--- src/rtl/serial_cmp_accum.sv ---
// Serial magnitude accumulator: folds MSB-first 1-bit compare flags into a word result.
// Optional sticky one-hot flag check enabled by SERIAL_CMP_ONEHOT_CHECK_EN.
module serial_cmp_accum #(
    parameter int WIDTH = 8
) (
    input  logic clk,
    input  logic rst,
    input  logic in_valid,
    input  logic in_first,
    input  logic greater,
    input  logic equal,
    input  logic lower,
    output logic busy,
    output logic out_valid,
    output logic out_gt,
    output logic out_eq,
    output logic out_lt,
    output logic err
);

    localparam int CW = $clog2(WIDTH + 1);

    typedef enum logic {IDLE, ACCUM} state_t;
    typedef enum logic [1:0] {RES_EQ = 2'd0, RES_GT = 2'd1, RES_LT = 2'd2} res_t;

    state_t        state_q, state_d;
    logic [CW-1:0] cnt_q, cnt_d;
    logic          decided_q, decided_d;
    res_t          res_q, res_d;
    logic          fin;
    logic          hit;
    res_t          flag;

    // Priority decode of the flag triple: greater beats lower beats equal.
    always_comb begin
        hit  = greater | lower;
        flag = RES_EQ;
        if (greater) begin
            flag = RES_GT;
        end else if (lower) begin
            flag = RES_LT;
        end
    end

    // Next-state and datapath update for one accepted beat.
    always_comb begin
        state_d   = state_q;
        cnt_d     = cnt_q;
        decided_d = decided_q;
        res_d     = res_q;
        fin       = 1'b0;
        if (in_valid) begin
            if (in_first) begin
                cnt_d     = CW'(1);
                decided_d = hit;
                res_d     = flag;
                if (WIDTH == 1) begin
                    fin     = 1'b1;
                    state_d = IDLE;
                    cnt_d   = '0;
                end else begin
                    state_d = ACCUM;
                end
            end else if (state_q == ACCUM) begin
                cnt_d = cnt_q + CW'(1);
                if (!decided_q && hit) begin
                    decided_d = 1'b1;
                    res_d     = flag;
                end
                if (cnt_q + CW'(1) == CW'(WIDTH)) begin
                    fin     = 1'b1;
                    state_d = IDLE;
                    cnt_d   = '0;
                end
            end
        end
    end

    // FSM state register.
    always_ff @(posedge clk or posedge rst) begin
        if (rst) begin
            state_q <= IDLE;
        end else begin
            state_q <= state_d;
        end
    end

    // Accumulator registers and the registered result strobe.
    always_ff @(posedge clk or posedge rst) begin
        if (rst) begin
            cnt_q     <= '0;
            decided_q <= 1'b0;
            res_q     <= RES_EQ;
            out_valid <= 1'b0;
            out_gt    <= 1'b0;
            out_eq    <= 1'b0;
            out_lt    <= 1'b0;
        end else begin
            cnt_q     <= cnt_d;
            decided_q <= decided_d;
            res_q     <= res_d;
            out_valid <= fin;
            if (fin) begin
                out_gt <= (res_d == RES_GT);
                out_eq <= (res_d == RES_EQ);
                out_lt <= (res_d == RES_LT);
            end
        end
    end

    assign busy = (state_q == ACCUM);

`ifdef SERIAL_CMP_ONEHOT_CHECK_EN
    logic onehot;
    logic err_q;

    assign onehot = ({greater, equal, lower} == 3'b100) |
                    ({greater, equal, lower} == 3'b010) |
                    ({greater, equal, lower} == 3'b001);

    // Sticky flag for any accepted beat whose triple is not one-hot.
    always_ff @(posedge clk or posedge rst) begin
        if (rst) begin
            err_q <= 1'b0;
        end else if (in_valid && !onehot) begin
            err_q <= 1'b1;
        end
    end

    assign err = err_q;
`else
    logic unused_equal;

    assign unused_equal = equal;
    assign err          = 1'b0;
`endif

endmodule

--- config.mk ---
export PLATFORM = sky130hd
export DESIGN_NAME = serial_cmp_accum
export DESIGN_NICKNAME = d
export VERILOG_FILES = /design/src/rtl/serial_cmp_accum.sv
export SDC_FILE = /design/constraint.sdc
export NUM_CORES = 1
export LEC_CHECK = 0
export BUFFER_PORTS_ARGS = -buffer_cell sky130_fd_sc_hd__clkbuf_2
export CELL_PAD_IN_SITES_DETAIL_PLACEMENT = 0
export CELL_PAD_IN_SITES_GLOBAL_PLACEMENT = 1
export CORE_UTILIZATION = 40
export CTS_CLUSTER_SIZE = 12
export DETAILED_ROUTE_END_ITERATION = 6
export GPL_TIMING_DRIVEN = 0
export PLACE_DENSITY = 0.84
export RECOVER_POWER = 100
export SLEW_MARGIN = 40
export SYNTH_ARGS = -nofsm -noshare
export SYNTH_HDL_FRONTEND = slang
export SYNTH_SLANG_ARGS = --single-unit
--- constraint.sdc ---
create_clock -name clk -period 1.95 [get_ports clk]
set_input_delay 0.4875 -clock clk [delete_from_list [all_inputs] [get_ports clk]]
set_output_delay 0.4875 -clock clk [all_outputs]
set_load 0.05 [all_outputs]
==> results_dict.tcl <==
set metrics [dict create \
    status "finished, final reports clean" \
    max_slew.worst_pin.slew_ns 0.594 \
    yosys.area_share.simple_pct 20.6 \
    multiInputGateArea_sq_um 374 \
    postCtsSetupRepairBufs 0 \
    ctsResizeCount 0 \
    drtIter0Drc 9 \
    cts_tree "built" \
    fin_crit_ns 1.76 \
    seqCellArea_sq_um 300 \
    path_max_fanout 8 \
    overflow 0 \
    wl_met1_microns 697 \
    num_rows 15 \
    max_slew_margin_pct 60.5 \
    synthXorXnorAreaFrac_pct 0 \
    syn_area_sq_um 733 \
    wl_met2_microns 690 \
    fillCellCount 185 \
    period_share_pct 90.4 \
    reg2regPathDepth 5 \
    clock_latency_ns 0.27 \
    cp.required_ns 2.11 \
    dr.pass1.iters 4 \
    synth_compound_area_share_pct 27.8 \
    grt_pass1_vias 516 \
    grt_max_degree 13 \
    cts_made_buffers 3 \
    wire_per_inst_microns 12.4 \
    fmax_ghz 0.567 \
    drv_slew 0 \
    worstHoldPathType "in2async" \
    hold_violations 0 \
    antenna_found_initial 0 \
    wl_met3_microns 48 \
    mostFrequentLayoutCell "dfrtp_1" \
    postRouteAntennaNets 0 \
    cellPowerDensity_mw_per_mm2 802 \
    drt-vias-per-instance 5.12 \
    io-pin-count 13 \
    start_kind "flop" \
    path_clk_slew_ns 0.08 \
    drive_gt1_share_pct 17.4 \
    cts_hold_buffers 0 \
    total_leakage_power_uw 0.000398 \
    cp_cell_sequence "ha_1 > nor2_1 > nand4_4 > and2_4 > o31a_1" \
    synth_area_leaders "dfrtp_1 (41%), o21ai_0 (6.8%), inv_1 (4.6%)" \
    cts.sinks 12 \
    gr-usage-all-layers_pct 16.6 \
    setup_viol 0 \
    cp_num_buf_inv 0 \
    finalWirelength_mm 1.45 \
    fp.dieW_microns 44.8 \
    synth_adder_area_share_pct 3.41 \
    area_growth_pct 13.1 \
    syn-num-nets 88 \
    syn_avg_cell_area_sq_um 9.28 \
    n_antenna_cell 0 \
    rsz0062_at_grt "no" \
    path_delay_family "simple AND/OR/NAND/NOR gates" \
    core_area_sq_mm 0.00173 \
    clock_path_buffers 2 \
    initial_core_util_pct 42.5 \
    finalPower_uw 666 \
    r2r_setup_slack_ns 0.19 \
    via_count 599 \
    die_height_microns 44.8 \
    fin_skew_ns 0.00109 \
    muxShareOfSynthArea_pct 0 \
    cpMaxStageDelayCell "dfrtp_1" \
    hpwl_mm 1.12 \
    drc 0 \
    worstPathArrival_ns 1.92 \
    worstReg2RegEnd "out_gt" \
    crit_type "reg2reg" \
    cp-end-kind "flop" \
    synth.top_cell.area_share_pct 41.0 \
    gp_congestion 0.726 \
    cts_root_buf "clkbuf_4" \
    yosys_warnings 0 \
    grt_first_pass_wirelength_mm 2.39 \
    fin_setup_tns_ns 0 \
    rr_startpoint "cnt_q[0]" \
    synth_top_area_cell "dfrtp_1" \
    cts.htree.levels 1 \
    design.die.area_sq_mm 0.00201 \
    yosysUniqueCellTypes 32 \
    synth_top_family_by_area "compound AO/OA/AOI/OAI gates" \
    critPathMaxStageDelay_ns 0.47 \
    ys_seq_area_share_pct 41.0 \
    drv_cap 0 \
    final_cell_mix "dfrtp_1 (12), o21ai_0 (10), inv_1 (9), nand2_1 (7), clkbuf_1 (5)" \
    irDropWorstVdd_uv 427 \
    portBuffers 9 \
    highest_layer "met4" \
    postSynthCellCount 79 \
    ys_ff_latch 12 \
    nets 102 \
]
==> metrics by stage <==
| stage | area (sq um) | util, % | setup WS [ns] | cells | hold WS, ns |
|---|---|---|---|---|---|
| floorplan | 733 | - | 0.238 | 79 | 0.352 |
| global placement | 810 | 46.9 | 0.209 | 113 | 0.490 |
| detailed placement | 810 | 46.9 | 0.203 | 113 | 0.505 |
| CTS | 846 | 49.0 | 0.183 | 117 | 0.217 |
| global route | 830 | 48.0 | 0.0707 | 117 | 0.245 |
| finish | 830 | 48.0 | 0.187 | 117 | 0.197 |
==> per-layer routing <==
metal | vias up | GRT usage [%]
met4 | 0 | 3.64
met1 | 278 | 24.2
met5 | - | 0
met3 | 2 | 3.60
li1 | 309 | -
met2 | 10 | 25.3
==> where the power goes <==
group	switching [uW]	internal [uW]	total (uW)	leakage, uW
Combinational	96.6	54.2	151	0.000225
Sequential	41.5	277	319	0.000152
Clock	82.5	113	196	0.0000210
==> registers in the layout, summed over array words and instances (netlist names) <==
register / flops
out_gt: 1
out_lt: 1
cnt_q: 4
out_eq: 1
busy: 1
out_valid: 1
decided_q: 1
res_q: 2
==> synth_stat cells <==
cell type and n:
a31oi_1 1, nand3_1 3, o31a_1 1, and3b_1 1
o21ai_0 10, and3_2 1, a32oi_1 1, a21boi_2 1
buf_4 2, and3b_4 1, o211ai_2 1, nor2_1 4
and2_4 1, nand2_1 7, nand2b_1 1, inv_1 9
conb_1 1, o31ai_2 1, and3_1 1, a21oi_1 4
a22o_1 1, o211ai_1 1, a21o_1 1, o31ai_1 2
a211oi_2 1, nand3b_1 1, ha_1 2, nand4_4 1
nor3b_1 1, a211oi_1 3, dfrtp_1 12, nand4b_1 1
==> logic make-up (layout without fill, tap and decap cells) <==
| kind of cell | count (synthesis) | count (layout) |
|---|---|---|
| AO/OA/AOI/OAI | 29 | 29 |
| AND/OR/NAND/NOR | 24 | 24 |
| flip-flops | 12 | 12 |
| buffers and inverters | 11 | 24 |
| adder cells (fa/ha/maj) | 2 | 2 |
| other | 1 | 1 |
==> worst max-delay path by stage <==
stage | endpoint | slack (ns) | startpoint | cells after the start
detailed placement | out_gt | 0.20 | cnt_q[0] | 5
global placement | out_gt | 0.21 | cnt_q[0] | 5
floorplan | out_gt | 0.24 | busy | 4
finish | out_gt | 0.19 | cnt_q[0] | 5
CTS | out_gt | 0.18 | cnt_q[0] | 5
global route | out_lt | 0.07 | cnt_q[0] | 5
==> layout make-up <==
cell class	count	area share, %
plain buffers	2	1.81
clock buffers	4	4.37
inverters	9	4.07
multi-input cells	56	45.1
flip-flops and latches	12	36.2
well taps	25	3.77
repair buffers	9	4.68
(Power assumes the default switching activity.)
